**config.mk**
```make
export PLATFORM = sky130hd
export DESIGN_NAME = wb_stream_reader_ctrl
export DESIGN_NICKNAME = d
export VERILOG_FILES = /design/src/rtl/wb_stream_reader_ctrl.sv
export SDC_FILE = /design/constraint.sdc
export NUM_CORES = 1
export LEC_CHECK = 0
export CAP_MARGIN = 0
export CORE_MARGIN = 2
export CORE_UTILIZATION = 40
export DETAILED_ROUTE_END_ITERATION = 8
export DONT_BUFFER_PORTS = 1
export PLACE_DENSITY = 0.65
export SLEW_MARGIN = 20
export SYNTH_ARGS = -nofsm -noshare
export SYNTH_HDL_FRONTEND = slang
export SYNTH_SLANG_ARGS = --single-unit
```
**constraint.sdc**
```tcl
create_clock -name wb_clk_i -period 7.9 [get_ports wb_clk_i]
set_input_delay 0.395 -clock wb_clk_i [delete_from_list [all_inputs] [get_ports wb_clk_i]]
set_output_delay 0.395 -clock wb_clk_i [all_outputs]
set_load 0.01 [all_outputs]
```
**src/rtl/wb_stream_reader_ctrl.sv**
```systemverilog
// Purpose: Wishbone read-burst master that streams a memory buffer into the downstream FIFO.
// Latency: first strobe two cycles after enable; words reach the FIFO combinationally in their ack cycle.
// Backpressure: a burst starts only once the FIFO has room for the whole burst; otherwise it waits with cyc low.
module wb_stream_reader_ctrl #(
    parameter int WB_AW   = 32,
    parameter int WB_DW   = 32,
    parameter int FIFO_AW = 6
) (
    input  logic                 wb_clk_i,
    input  logic                 wb_rst_i,
    output logic [WB_AW-1:0]     wbm_adr_o,
    input  logic [WB_DW-1:0]     wbm_dat_i,
    output logic [WB_DW/8-1:0]   wbm_sel_o,
    output logic                 wbm_we_o,
    output logic                 wbm_cyc_o,
    output logic                 wbm_stb_o,
    output logic [2:0]           wbm_cti_o,
    output logic [1:0]           wbm_bte_o,
    input  logic                 wbm_ack_i,
    input  logic                 wbm_err_i,
    output logic [WB_DW-1:0]     fifo_d,
    output logic                 fifo_wr,
    input  logic [FIFO_AW:0]     fifo_cnt,
    input  logic                 enable,
    input  logic [WB_AW-1:0]     start_adr,
    input  logic [WB_AW-1:0]     buf_size,
    input  logic [WB_AW-1:0]     burst_size,
    output logic                 busy,
    output logic [WB_DW-1:0]     tx_cnt
);

    localparam int BPW = WB_DW / 8;
    localparam int WSH = $clog2(BPW);

    typedef enum logic [1:0] {S_IDLE, S_WAIT, S_ACTIVE} state_t;

    state_t           state, state_nxt;
    logic [WB_AW-1:0] base_adr;
    logic [WB_AW-1:0] words;
    logic [WB_AW-1:0] burst_len;
    logic [WB_AW-1:0] cnt;
    logic [WB_AW-1:0] beat_cnt;
    logic [WB_AW-1:0] adr;

    logic [WB_AW-1:0] buf_words;
    logic [WB_AW-1:0] remaining;
    logic [WB_AW-1:0] blen;
    logic [WB_AW:0]   space;
    logic             start_ok;
    logic             go;
    logic             beat_ok;
    logic             beat_err;
    logic             last_beat;
    logic             done;

    // Buffer size in words and the length of the next burst (clipped to what is left).
    assign buf_words = buf_size >> WSH;
    assign remaining = words - cnt;
    assign blen      = (burst_len < remaining) ? burst_len : remaining;

    // Free FIFO slots, computed one bit wider so the full-depth value fits.
    assign space = ((WB_AW+1)'(1) << FIFO_AW) - {{(WB_AW-FIFO_AW){1'b0}}, fifo_cnt};

    assign start_ok  = (state == S_IDLE) && enable && (buf_words != '0);
    assign go        = (state == S_WAIT) && (space >= {1'b0, blen});
    assign beat_err  = (state == S_ACTIVE) && wbm_err_i;
    assign beat_ok   = (state == S_ACTIVE) && wbm_ack_i && !wbm_err_i;
    assign last_beat = beat_ok && (beat_cnt == WB_AW'(1));
    assign done      = last_beat && ((cnt + WB_AW'(1)) == words);

    // State register.
    always_ff @(posedge wb_clk_i or posedge wb_rst_i) begin
        if (wb_rst_i) state <= S_IDLE;
        else          state <= state_nxt;
    end

    // Next-state and bus control; cyc/stb are exactly the ACTIVE state so reset clears them at once.
    always_comb begin
        state_nxt = state;
        wbm_cyc_o = 1'b0;
        wbm_stb_o = 1'b0;
        wbm_cti_o = 3'b000;
        case (state)
            S_IDLE: begin
                if (start_ok) state_nxt = S_WAIT;
            end
            S_WAIT: begin
                if (go) state_nxt = S_ACTIVE;
            end
            S_ACTIVE: begin
                wbm_cyc_o = 1'b1;
                wbm_stb_o = 1'b1;
                wbm_cti_o = (beat_cnt == WB_AW'(1)) ? 3'b111 : 3'b010;
                if (beat_err)       state_nxt = S_IDLE;
                else if (last_beat) state_nxt = done ? S_IDLE : S_WAIT;
            end
            default: state_nxt = S_IDLE;
        endcase
    end

    // Transfer bookkeeping: latch config at start, load burst on launch, advance on each good ack.
    always_ff @(posedge wb_clk_i or posedge wb_rst_i) begin
        if (wb_rst_i) begin
            base_adr  <= '0;
            words     <= '0;
            burst_len <= '0;
            cnt       <= '0;
            beat_cnt  <= '0;
            adr       <= '0;
        end else begin
            if (start_ok) begin
                base_adr  <= start_adr;
                words     <= buf_words;
                burst_len <= (burst_size == '0) ? WB_AW'(1) : burst_size;
                cnt       <= '0;
            end
            if (go) begin
                adr      <= base_adr + (cnt << WSH);
                beat_cnt <= blen;
            end
            if (beat_ok) begin
                cnt      <= cnt + WB_AW'(1);
                adr      <= adr + WB_AW'(BPW);
                beat_cnt <= beat_cnt - WB_AW'(1);
            end
        end
    end

    assign wbm_adr_o = adr;
    assign wbm_sel_o = '1;
    assign wbm_we_o  = 1'b0;
    assign wbm_bte_o = 2'b00;
    assign fifo_d    = wbm_dat_i;
    assign fifo_wr   = beat_ok;
    assign busy      = (state != S_IDLE);
    assign tx_cnt    = WB_DW'(cnt);

endmodule

```
==> results.sh <==
export IMPL_yosysTopAreaCell="dfrtp_1"
export IMPL_clk_latency_ns=0.46
export IMPL_vias=12800
export IMPL_layout_setup_ws_ns=0.611
export IMPL_firstDrtPassIters=5
export IMPL_worstHoldPathCells=1
export IMPL_period_needed_ns=7.29
export IMPL_num_rows=70
export IMPL_synth_top_cells_by_area="dfrtp_1, ha_1, mux2_2, o21ai_0, xnor2_1"
export IMPL_place_ws_ns=0.411
export IMPL_synth_xor_area_share_pct=6.50
export IMPL_max_cap_violations=0
export IMPL_status="finished clean"
export IMPL_p_leak_nw=6.90
export IMPL_powerDensity_nw_per_um2=460
export IMPL_synth_top_family_by_area="compound AO/OA/AOI/OAI gates"
export IMPL_grt_overflow=0
export IMPL_synth_cell_types=72
export IMPL_wirelength_um=44300
export IMPL_yosysSeqAreaShare_pct=32.1
export IMPL_start_util_pct=40.7
export IMPL_syn2layout_area_growth_pct=7.81
export IMPL_cts_clk_slew_worst_paths_ns=0.08
export IMPL_syn_area_sq_um=14900
export IMPL_critical_path_max_stage_delay_ns=0.44
export IMPL_cp_buffers_inverters=3
export IMPL_ys_seq_elements=192
export IMPL_synth_compound_area_share_pct=19.2
export IMPL_max_freq_ghz=0.137
export IMPL_critical_path_class="flip-flop to flip-flop"
export IMPL_regToRegSetupSlack_ns=0.61
export IMPL_cts_buffers=17
export IMPL_holdPathEnd="burst_len[18]$_DFFE_PP0P_"
export IMPL_clk_path_buf_depth=2
export IMPL_total_power_mw=7.41
export IMPL_met2RoutedLength_um=19900
export IMPL_gp_congestion=0.893
export IMPL_core_area_sq_um=36700
export IMPL_hold_violations=0
export IMPL_irDropWorstVdd_mv=0.193
export IMPL_crit_path_end_kind="flip-flop"
export IMPL_cp_slowest_cell="o31ai_1"
export IMPL_root_buffer="clkbuf_16"
export IMPL_grt_pass1_wl_um=68500
export IMPL_die_y_um=197
export IMPL_post_synth_top_count_cell="dfrtp_1"
export IMPL_met3_length_um=3430
export IMPL_critPathLaunchType="flip-flop"
export IMPL_pwr_share_seq_pct=25.9
export IMPL_yosysWarnings=0
export IMPL_portBuffers=0
export IMPL_yosys_area_top_type_share_pct=32.1
export IMPL_cpMostUsedCell="ha_1"
export IMPL_skew_ns=0.0148
export IMPL_io_pins=250
export IMPL_tightest_slew_ns=1.11
export IMPL_ant_nets=0
export IMPL_vias_per_cell=6.06
export IMPL_hold_class="primary input to flip-flop"
export IMPL_internal_power_mw=4.01
export IMPL_design_die_area_sq_um=38900
export IMPL_max_slew_margin_rel_pct=25.8
export IMPL_grt_usage_pct=22.7
export IMPL_cp_arrival_ns=7.68
export IMPL_rsz0062_at_grt="false"
export IMPL_slew_viol_final=0
export IMPL_crit_fanout=14
export IMPL_final_period_utilization_pct=92.3
export IMPL_antenna_found_initial=3
export IMPL_top_layer_used="met4"
export IMPL_reg2reg_depth=31
export IMPL_place_detailed_hpwl_um=34300
export IMPL_cts_tree="built"
export IMPL_combPwrFrac_pct=62.3
export IMPL_r2r_start="tx_cnt[0]$_DFFE_PP0P_"
export IMPL_p_sw_share_pct=45.8
export IMPL_n_fill_cell=3544
export IMPL_avgSynthCellArea_sq_um=9.05
export IMPL_postSynthCellCount=1652
export IMPL_crit_family="compound AO/OA/AOI/OAI gates"
export IMPL_fin_nets=1904
export IMPL_stdcell_area_sq_um=16100
export IMPL_muxShareOfSynthArea_pct=9.32
export IMPL_grt_max_degree=121
export IMPL_yosys_area_share_simple_pct=16.3
export IMPL_cts_max_level=4
export IMPL_met1_length_um=19900
export IMPL_dpl_instance_area_sq_um=15500
export IMPL_regToRegEndpoint="beat_cnt[28]$_DFFE_PP0P_"
export IMPL_hold_start="burst_size[18]"
export IMPL_drcViolationCount=0
export IMPL_synth_async_reset_ratio_pct=100
export IMPL_startpoint="tx_cnt[0]$_DFFE_PP0P_"
export IMPL_yosys_top_cells_count="dfrtp_1, ha_1, o21ai_0"
export IMPL_power_switching_mw=3.40
export IMPL_synth_flop_cell="dfrtp_1"
export IMPL_wl_per_cell_um=20.9
export IMPL_tns_ns=0
export IMPL_setup_viol_count_final=0
export IMPL_synth_adder_area_share_pct=10.9
export IMPL_drive_gt1_share_pct=13.8
export IMPL_cts_sinks=192
export IMPL_crit_required_ns=8.29
export IMPL_synth_edf_count=0
export IMPL_grt_pass1_vias=12200
export IMPL_power_frac_clock_pct=11.8
export IMPL_drt_initial_drc_count=1030
export IMPL_fp_dieW_um=197
-- flip-flops by register name, indices dropped and copies added (netlist names) --
signal,flops
base_adr,32
beat_cnt,32
burst_len,32
state,2
tx_cnt,32
wbm_adr_o,32
words,30
-- metrics by stage --
step	std cells	hold WS [ns]	util, %
2_1_floorplan	1657	0.475	-
3_3_place_gp	2082	0.481	42.2
3_5_place_dp	2082	0.485	42.2
4_1_cts	2115	0.0595	43.8
5_1_grt	2117	0.0502	43.9
6_report	2117	0.0778	43.9
-- metal layers --
layer | track usage [%] | vias to the layer above
met5 | 0 | -
met4 | 7.57 | 0
met3 | 5.92 | 72
met2 | 35.0 | 405
met1 | 30.9 | 6292
li1 | - | 6051
-- placed cells by master, fill, tap and decap left out, types with 13 or more instances in the layout --
master,netlist,layout
a21o_1,43,43
nand2b_1,13,13
xor2_1,48,48
nand3_1,59,58
ha_1,127,127
o21a_1,20,20
mux2_2,114,114
o21ai_0,115,115
a31oi_1,15,14
o211ai_1,29,29
buf_4,42,56
a21oi_1,89,89
and3_1,21,21
or3_1,24,24
nand4_1,39,39
nor4_1,27,27
nor2_1,103,103
xnor2_1,63,63
clkbuf_16,0,17
nand2_1,105,105
a211oi_1,16,15
nor3_1,23,23
dfrtp_1,192,192
inv_1,79,78
-- cells by family (layout without fill, tap and decap cells) --
group | after synthesis | after routing
simple gates | 477 | 477
fa+ha+maj | 129 | 129
xor+xnor | 111 | 111
compound gates | 436 | 436
other cells | 2 | 8
mux | 125 | 125
flops | 192 | 192
buf+inv | 180 | 171
-- layout make-up --
class	count	area [sq um]	area share (%)
Tap cell	468	586	3.63
Antenna cell	1	2.50	0.0155
Clock buffer	22	464	2.88
Inverter	80	308	1.91
Timing Repair Buffer	59	470	2.92
Sequential cell	192	4800	29.8
Clock inverter	10	104	0.644
Multi-Input combinational cell	1285	9380	58.2
-- what timing repair did --
action | CTS | global route
gates resized for setup | 0 | 1
endpoints found under the hold margin | 10 | 0
endpoints found under the setup margin | 0 | 40
hold buffers | 1 | 0
buffers inserted | 0 | 1
-- how the worst max path moves through the flow --
stage	slack, ns	cells after the start	to
after floorplan	0.88	31	wbm_adr_o[10]$_DFFE_PP0P_
after global placement	0.41	30	wbm_adr_o[21]$_DFFE_PP0P_
after detailed placement	0.41	30	wbm_adr_o[21]$_DFFE_PP0P_
after CTS	0.33	30	wbm_adr_o[21]$_DFFE_PP0P_
after global routing	0.02	31	beat_cnt[28]$_DFFE_PP0P_
final	0.61	31	beat_cnt[28]$_DFFE_PP0P_
-- power by group through the flow --
stage	Clock, mW	Sequential [mW]	Combinational, mW
2_1_floorplan	0	1.74	3.39
3_3_place_gp	0	1.91	4.39
3_5_place_dp	0	1.93	4.53
4_1_cts	0.893	1.91	4.56
5_1_grt	0.937	1.97	5.15
6_report	0.873	1.92	4.62
(Power assumes the default switching activity.)
